--- src/rtl/id_ex_stage.sv ---
// rtl/id_ex_stage.sv - ID/EX pipeline register with operand forwarding and load-use hazard detection.
module id_ex_stage #(
  parameter int DATA_W = 32
) (
  input  logic              Clk,
  input  logic              Reset,
  input  logic              Stall,
  input  logic              Flush,
  input  logic              in_valid,
  input  logic [DATA_W-1:0] rs_data,
  input  logic [DATA_W-1:0] rt_data,
  input  logic [4:0]        rs,
  input  logic [4:0]        rt,
  input  logic [4:0]        rd,
  input  logic [DATA_W-1:0] imm,
  input  logic [3:0]        alu_op,
  input  logic              reg_write,
  input  logic              mem_read,
  input  logic              mem_write,
  input  logic              exmem_reg_write,
  input  logic [4:0]        exmem_rd,
  input  logic [DATA_W-1:0] exmem_result,
  input  logic              memwb_reg_write,
  input  logic [4:0]        memwb_rd,
  input  logic [DATA_W-1:0] memwb_result,
  output logic              ex_valid,
  output logic              ex_reg_write,
  output logic              ex_mem_read,
  output logic              ex_mem_write,
  output logic [3:0]        ex_alu_op,
  output logic [4:0]        ex_rd,
  output logic [DATA_W-1:0] ex_a,
  output logic [DATA_W-1:0] ex_b,
  output logic [DATA_W-1:0] ex_imm,
  output logic              hazard_stall,
  output logic [15:0]       bubble_count
);

  logic              valid_q, valid_d;
  logic              reg_write_q, reg_write_d;
  logic              mem_read_q, mem_read_d;
  logic              mem_write_q, mem_write_d;
  logic [3:0]        alu_op_q, alu_op_d;
  logic [4:0]        rd_q, rd_d;
  logic [DATA_W-1:0] a_q, a_d;
  logic [DATA_W-1:0] b_q, b_d;
  logic [DATA_W-1:0] imm_q, imm_d;
  logic [15:0]       bubble_q, bubble_d;
  logic [DATA_W-1:0] fwd_a, fwd_b;

  // EX/MEM is the younger result, so it wins over MEM/WB; r0 never forwards.
  always_comb begin
    fwd_a = rs_data;
    if (exmem_reg_write && (exmem_rd != 5'd0) && (exmem_rd == rs)) begin
      fwd_a = exmem_result;
    end else if (memwb_reg_write && (memwb_rd != 5'd0) && (memwb_rd == rs)) begin
      fwd_a = memwb_result;
    end
    fwd_b = rt_data;
    if (exmem_reg_write && (exmem_rd != 5'd0) && (exmem_rd == rt)) begin
      fwd_b = exmem_result;
    end else if (memwb_reg_write && (memwb_rd != 5'd0) && (memwb_rd == rt)) begin
      fwd_b = memwb_result;
    end
  end

  assign hazard_stall = valid_q && mem_read_q && (rd_q != 5'd0) && in_valid &&
                        ((rd_q == rs) || (rd_q == rt));

  always_comb begin
    valid_d     = valid_q;
    reg_write_d = reg_write_q;
    mem_read_d  = mem_read_q;
    mem_write_d = mem_write_q;
    alu_op_d    = alu_op_q;
    rd_d        = rd_q;
    a_d         = a_q;
    b_d         = b_q;
    imm_d       = imm_q;
    bubble_d    = bubble_q;
    if (Stall) begin
      // hold everything
    end else if (Flush || hazard_stall) begin
      // Bubble: only the control bits are cleared, data fields are left as-is.
      valid_d     = 1'b0;
      reg_write_d = 1'b0;
      mem_read_d  = 1'b0;
      mem_write_d = 1'b0;
      if (!Flush && (bubble_q != 16'hFFFF)) begin
        bubble_d = bubble_q + 16'd1;
      end
    end else begin
      valid_d     = in_valid;
      reg_write_d = reg_write & in_valid;
      mem_read_d  = mem_read & in_valid;
      mem_write_d = mem_write & in_valid;
      alu_op_d    = alu_op;
      rd_d        = rd;
      a_d         = fwd_a;
      b_d         = fwd_b;
      imm_d       = imm;
    end
  end

  always_ff @(posedge Clk) begin
    if (Reset) begin
      valid_q     <= 1'b0;
      reg_write_q <= 1'b0;
      mem_read_q  <= 1'b0;
      mem_write_q <= 1'b0;
      alu_op_q    <= '0;
      rd_q        <= '0;
      a_q         <= '0;
      b_q         <= '0;
      imm_q       <= '0;
      bubble_q    <= '0;
    end else begin
      valid_q     <= valid_d;
      reg_write_q <= reg_write_d;
      mem_read_q  <= mem_read_d;
      mem_write_q <= mem_write_d;
      alu_op_q    <= alu_op_d;
      rd_q        <= rd_d;
      a_q         <= a_d;
      b_q         <= b_d;
      imm_q       <= imm_d;
      bubble_q    <= bubble_d;
    end
  end

  assign ex_valid     = valid_q;
  assign ex_reg_write = reg_write_q;
  assign ex_mem_read  = mem_read_q;
  assign ex_mem_write = mem_write_q;
  assign ex_alu_op    = alu_op_q;
  assign ex_rd        = rd_q;
  assign ex_a         = a_q;
  assign ex_b         = b_q;
  assign ex_imm       = imm_q;
  assign bubble_count = bubble_q;

endmodule
--- config.mk ---
export PLATFORM = sky130hd
export DESIGN_NAME = id_ex_stage
export DESIGN_NICKNAME = d
export VERILOG_FILES = /design/src/rtl/id_ex_stage.sv
export SDC_FILE = /design/constraint.sdc
export NUM_CORES = 1
export LEC_CHECK = 0
export ABC_CLOCK_PERIOD_IN_PS = 7500
export CAP_MARGIN = 15
export CORE_UTILIZATION = 35
export DETAILED_ROUTE_END_ITERATION = 10
export PLACE_DENSITY = 0.7
export SETUP_SLACK_MARGIN = 0.05
export SYNTH_ARGS = -nofsm -noshare
export SYNTH_HDL_FRONTEND = slang
export SYNTH_SLANG_ARGS = --single-unit
--- constraint.sdc ---
create_clock -name Clk -period 7.5 [get_ports Clk]
set_input_delay 2.25 -clock Clk [delete_from_list [all_inputs] [get_ports Clk]]
set_output_delay 2.25 -clock Clk [all_outputs]
set_load 0.02 [all_outputs]
==> results of run 1 <==
-- logic make-up after synthesis --
logic type	Yosys count	synth area share
AND/OR/NAND/NOR	422	0.317
AO/OA/AOI/OAI	151	0.148
flip-flops	125	0.354
buffers and inverters	85	0.0586
multiplexers	54	0.0773
XOR/XNOR	35	0.0433
adder cells (fa/ha/maj)	1	0.00177
-- synth_stat cells, types with 5 or more instances --
library cell / number
a2111o_1: 7
nor2_1: 121
a221oi_1: 56
mux2_2: 5
or4_1: 59
dfxtp_1: 125
xnor2_1: 20
nand3_1: 11
o21ai_0: 68
nor3_1: 5
xor2_1: 15
buf_2: 16
and3_1: 61
nor2b_1: 68
or3_1: 6
buf_6: 7
nand4_1: 8
nand2_1: 73
mux2i_1: 49
a21oi_1: 8
clkbuf_1: 57
-- sequential cells by signal, indices dropped and copies added, names as in the netlist --
register / count
ex_alu_op: 4
ex_mem_write: 1
ex_a: 32
ex_imm: 32
ex_b: 32
ex_mem_read: 1
ex_reg_write: 1
ex_valid: 1
ex_rd: 5
bubble_count: 16
-- area by class of cell --
class                   instances  area, um2
repair buffers                340       3360
multi-input cells             663       4190
clock buffers                  17        425
well taps                     265        332
diodes                          2       5.00
inverters                       1       3.75
clock inverters                15        193
flip-flops and latches        125       2500
fillers                      1829       8640
-- layer usage --
metal  global-route usage  vias to the layer above  wire (um)
met1                0.320                     3615      11400
met3               0.0719                       48       2620
met2                0.442                      362      13200
met4                0.126                        0        896
met5                    0                        -          0
li1                     -                     3710          -
-- per-stage QoR --
stage,hold WS (ns),instance area [um2],setup slack (ns)
after detailed placement,0.484,10400,0.872
after global routing,0.525,11000,0.779
after floorplan,0.557,7070,1.86
after global placement,0.471,10400,0.902
after CTS,0.493,11000,0.873
final,0.490,11000,0.889
-- path summary, 6_finish.rpt --
path                                startpoint                      endpoint  slack, ns  cells after the start
hold reg to reg   bubble_count[1]$_SDFFE_PP0P_  bubble_count[1]$_SDFFE_PP0P_       0.49                      2
setup / recovery                      in_valid                  hazard_stall       0.89                      5
hold / removal    bubble_count[1]$_SDFFE_PP0P_  bubble_count[1]$_SDFFE_PP0P_       0.49                      2
setup reg to reg         ex_rd[4]$_SDFFE_PP0P_         ex_b[24]$_SDFFE_PP0P_       4.55                      7
-- report_power, final --
part / leakage [nW] / internal [mW] / switching [mW] / total [mW]
Clock: 0.302 / 0.482 / 0.372 / 0.854
Sequential: 1.02 / 0.694 / 0.0173 / 0.711
Combinational: 3.17 / 0.202 / 0.180 / 0.382
-- worst max-delay path, stage by stage --
cell and delay, ns:
clkdlybuf4s50_1 0.58, nand3_1 0.10, a21oi_1 0.53, and2_4 0.29, clkdlybuf4s50_1 0.60
-- layout by cell type, fill, tap and decap left out, types with 4 or more instances in the layout --
| master | netlist | layout |
|---|---|---|
| a2111o_1 | 7 | 7 |
| a21oi_1 | 8 | 7 |
| a221oi_1 | 56 | 56 |
| and3_1 | 61 | 61 |
| buf_4 | 3 | 17 |
| clkbuf_16 | 0 | 17 |
| clkdlybuf4s50_1 | 0 | 323 |
| clkinv_8 | 0 | 4 |
| dfxtp_1 | 125 | 125 |
| inv_6 | 0 | 5 |
| inv_8 | 0 | 4 |
| mux2_2 | 5 | 5 |
| mux2i_1 | 49 | 49 |
| nand2_1 | 73 | 73 |
| nand3_1 | 11 | 11 |
| nand4_1 | 8 | 8 |
| nor2_1 | 121 | 119 |
| nor2b_1 | 68 | 68 |
| o21ai_0 | 68 | 68 |
| or3_1 | 6 | 5 |
| or4_1 | 59 | 59 |
| xnor2_1 | 20 | 20 |
| xor2_1 | 15 | 15 |
==> impl_metrics.env, run 1 <==
export IMPL_grt_overflow=0
export IMPL_max_vdd_ir_drop_uv=150
export IMPL_clk_latency_ns=0.42
export IMPL_ys_types=41
export IMPL_routed_wl_um=28000
export IMPL_core_region_area_um2=19700
export IMPL_layout_worst_path_cycle_share=0.881
export IMPL_rsz0062_at_grt="false"
export IMPL_fin_util=0.560
export IMPL_drtIter0Drc=452
export IMPL_fin_tns_setup_ns=0
export IMPL_netlist_top_cells_area="dfxtp_1 (35%), mux2i_1 (6.9%), a221oi_1 (6.9%), nor2_1 (6.4%), or4_1 (6.3%)"
export IMPL_num_vias=7735
export IMPL_wire_per_inst_um=19.6
export IMPL_row_count=51
export IMPL_setup_violations=0
export IMPL_crit_fanout=6
export IMPL_synth_edf_count=0
export IMPL_hold_buffers=0
export IMPL_synth_warnings=0
export IMPL_numPortBuffers=324
export IMPL_stdcell_count=1428
export IMPL_hold_viol=0
export IMPL_synthFlopType="dfxtp_1"
export IMPL_pin_count=325
export IMPL_cts_root_buf="clkbuf_16"
export IMPL_cts_tree="done"
export IMPL_ys_seq_elements=125
export IMPL_cp_required_ns=5.25
export IMPL_clockBufferDepth=2
export IMPL_critical_path_arrival_ns=4.36
export IMPL_grt_pass1_vias=7434
export IMPL_synth_area_leader_cell="dfxtp_1"
export IMPL_die_h_um=144
export IMPL_leakage_nw=4.50
export IMPL_numPlacedInstances=1394
export IMPL_path_class="in -> out"
export IMPL_cts_buffers=17
export IMPL_fin_worst_skew_ns=0.0126
export IMPL_syn_nets=1073
export IMPL_holdCritPathClass="reg -> reg"
export IMPL_syn_area_um2=7070
export IMPL_num_nets_final=1348
export IMPL_cts_sinks=125
export IMPL_slew_viol_final=0
export IMPL_grt_pass1_wl_um=41900
export IMPL_cts_resized=0
export IMPL_die_w_um=144
export IMPL_drive_gt1_frac=0.0594
export IMPL_die_area_um2=20800
export IMPL_postSynthCellCount=873
export IMPL_power_mw=1.95
export IMPL_via_per_inst=5.42
export IMPL_yosysSeqAreaShare=0.354
export IMPL_tightest_slew_ns=1.13
export IMPL_htree_num_levels=4
export IMPL_period_needed_ns=6.61
export IMPL_antenna_found_initial=2
export IMPL_syn_avg_cell_area_um2=8.10
export IMPL_maxCapViolCount=0
export IMPL_start_util=0.360
export IMPL_drc=0
export IMPL_grt_usage=0.267
export IMPL_drtPass1Iterations=6
export IMPL_max_freq_mhz=151
export IMPL_route_antenna_remaining_nets=0
export IMPL_dp_hpwl_um=18900
export IMPL_yosysTopAreaCellShare=0.354
export IMPL_place_congestion=0.924
export IMPL_power_density_nw_per_um2=177
export IMPL_cp_end_kind="output port"
export IMPL_ys_async_sr_fraction=0
export IMPL_start_kind="primary input"
export IMPL_cts_post_setup_buffers_inserted=0
export IMPL_area_growth_pct=55.7
export IMPL_grt_max_degree=79
export IMPL_status="completed"
export IMPL_clk_pin_slew_ns=0.06
export IMPL_max_slew_margin=0.245
Note: power is estimated with default switching activity, not from simulation.
==> inputs of run 2 (changes only) <==
--- a/config.mk
+++ b/config.mk
@@ -7,9 +7,9 @@
 export LEC_CHECK = 0
 export ABC_CLOCK_PERIOD_IN_PS = 7500
 export CAP_MARGIN = 15
-export CORE_UTILIZATION = 35
+export CORE_UTILIZATION = 46
 export DETAILED_ROUTE_END_ITERATION = 10
-export PLACE_DENSITY = 0.7
+export PLACE_DENSITY = 0.88
 export SETUP_SLACK_MARGIN = 0.05
 export SYNTH_ARGS = -nofsm -noshare
 export SYNTH_HDL_FRONTEND = slang
==> run 2 against run 1 <==
Clock skew up 0.0010 ns. Count of clock-buffer cells in the layout is the same. Setup slack lost 0.044 ns. Critical endpoint unchanged. Total power down 1.4%. Clock power is 3.6% lower. Utilization grew 18 points. Cell area is 1.3% lower.
==> impl_metrics.env, run 2 (same netlist as run 1, synthesis figures left out) <==
export IMPL_fin_worst_skew_ns=0.0136
export IMPL_grt_usage=0.350
export IMPL_hold_buffers=0
export IMPL_die_w_um=126
export IMPL_period_needed_ns=6.65
export IMPL_drtIter0Drc=929
export IMPL_critical_path_arrival_ns=4.40
export IMPL_setup_violations=0
export IMPL_hold_start="ex_imm[13]$_SDFFE_PP0P_"
export IMPL_drc=0
export IMPL_htree_num_levels=4
export IMPL_cts_resized=0
export IMPL_critPathTopFamily="buffers and inverters"
export IMPL_slew_viol_final=0
export IMPL_layout_common_cells="clkdlybuf4s50_1 (323), dfxtp_1 (125), nor2_1 (119)"
export IMPL_r2r_slack_ns=4.61
export IMPL_seqPwrFrac=0.371
export IMPL_holdPathStages=2
export IMPL_grt_pass1_vias=7984
export IMPL_power_density_nw_per_um2=176
export IMPL_layout_worst_path_cycle_share=0.887
export IMPL_grt_max_degree=130
export IMPL_layout_commonest_cell="clkdlybuf4s50_1"
export IMPL_status="completed"
export IMPL_hold_viol=0
export IMPL_crit_buf_inv=3
export IMPL_clk_latency_ns=0.42
export IMPL_dp_hpwl_um=18600
export IMPL_cpMaxStageDelayCell="clkdlybuf4s50_1"
export IMPL_grt_pass1_wl_um=43700
export IMPL_crit_path_frequent_cell="clkdlybuf4s50_1"
export IMPL_num_vias=8066
export IMPL_cp_end_kind="output port"
export IMPL_cp_slowest_stage_delay_ns=0.60
export IMPL_drive_gt1_frac=0.0578
export IMPL_crit_fanout=11
export IMPL_start_util=0.479
export IMPL_num_nets_final=1346
export IMPL_worstSetupStartpoint="rt[2]"
export IMPL_drtPass1Iterations=8
export IMPL_route_antenna_remaining_nets=0
export IMPL_start_kind="primary input"
export IMPL_numPlacedInstances=1310
export IMPL_fill_cells=1098
export IMPL_row_count=44
export IMPL_clockBufferDepth=2
export IMPL_clk_pin_slew_ns=0.06
export IMPL_worstReg2RegStart="ex_rd[2]$_SDFFE_PP0P_"
export IMPL_power_switching_uw=529
export IMPL_leakage_nw=4.47
export IMPL_tightest_slew_ns=1.12
export IMPL_multiInputGateArea_um2=4190
export IMPL_final_setup_worst_slack_ns=0.845
export IMPL_maxCapViolCount=0
export IMPL_cts_root_buf="clkbuf_16"
export IMPL_seq_area_um2=2500
export IMPL_comb_power_share=0.200
export IMPL_die_area_um2=15900
export IMPL_cts_buffers=17
export IMPL_clkPwrFrac=0.429
export IMPL_cp_num_cells=7
export IMPL_cts_tree="done"
export IMPL_switching_share=0.276
export IMPL_numPortBuffers=324
export IMPL_fin_util=0.737
export IMPL_reg2reg_depth=8
export IMPL_pin_count=325
export IMPL_via_per_inst=6.00
export IMPL_rsz0062_at_grt="false"
export IMPL_max_slew_margin=0.252
export IMPL_pre_cts_ws_ns=0.906
export IMPL_p_int_mw=1.39
export IMPL_stdcell_count=1345
export IMPL_die_h_um=126
export IMPL_area_growth_pct=53.7
export IMPL_routed_wl_um=27900
export IMPL_antenna_found_initial=2
export IMPL_grt_overflow=0
export IMPL_hold_end="ex_imm[13]$_SDFFE_PP0P_"
export IMPL_r2r_end="bubble_count[2]$_SDFFE_PP0P_"
export IMPL_cp_required_ns=5.25
export IMPL_wire_per_inst_um=20.8
export IMPL_holdCritPathClass="reg -> reg"
export IMPL_max_vdd_ir_drop_uv=180
export IMPL_place_congestion=0.933
export IMPL_cts_sinks=125
export IMPL_path_class="in -> out"
export IMPL_crit_chain="clkdlybuf4s50_1 > xnor2_1 > nand3_1 > o22ai_1 > buf_4 > and2_4 > clkdlybuf4s50_1"
export IMPL_core_region_area_um2=14800
export IMPL_max_freq_mhz=150
export IMPL_cts_post_setup_buffers_inserted=0
export IMPL_fin_tns_setup_ns=0
run 2: final cells by class:
class                           instances  share of cell area
Antenna cell                            2            0.000460
Clock buffer                           17              0.0391
Clock inverter                         15              0.0147
Inverter                                1            0.000345
Multi-Input combinational cell        663               0.386
Sequential cell                       125               0.230
Tap cell                              184              0.0212
Timing Repair Buffer                  338               0.308
run 2: metal layers:
layer  vias up  wire [um]  share of wire  GRT usage
li1       3699          -              -          -
met1      3717      10700           0.38      0.418
met2       555      13100           0.47      0.578
met3        95       2910           0.10      0.101
met4         0       1190          0.043      0.164
met5         -          0              0          0
run 2: how the worst max path moves through the flow:
stage / endpoint / slack [ns]
after CTS: hazard_stall / 0.83
after global placement: hazard_stall / 0.91
after global routing: hazard_stall / 0.73
final: hazard_stall / 0.85
after detailed placement: hazard_stall / 0.91
after floorplan: hazard_stall / 1.86
run 2: worst reg2reg max path: stages (launching register included):
cell and delay (ns):
dfxtp_1 0.52, xnor2_1 0.21, nand3_1 0.12, o22ai_1 0.21
buf_4 0.24, and2_4 0.19, buf_4 0.80, nand3_1 0.17
mux2_2 0.32
run 2: through the flow:
stage | area (um2) | power [mW] | hold WS, ns
2_1_floorplan | 7070 | 0.885 | 0.557
3_3_place_gp | 10300 | 1.10 | 0.472
3_5_place_dp | 10300 | 1.10 | 0.485
4_1_cts | 10900 | 1.92 | 0.498
5_1_grt | 10900 | 1.99 | 0.522
6_report | 10900 | 1.92 | 0.501
run 2: power groups by stage:
stage / Sequential, mW / Clock (mW) / Combinational [mW]
2_1_floorplan: 0.759 / 0 / 0.126
3_3_place_gp: 0.724 / 0 / 0.372
3_5_place_dp: 0.725 / 0 / 0.375
4_1_cts: 0.711 / 0.830 / 0.378
5_1_grt: 0.714 / 0.868 / 0.405
6_report: 0.711 / 0.823 / 0.385
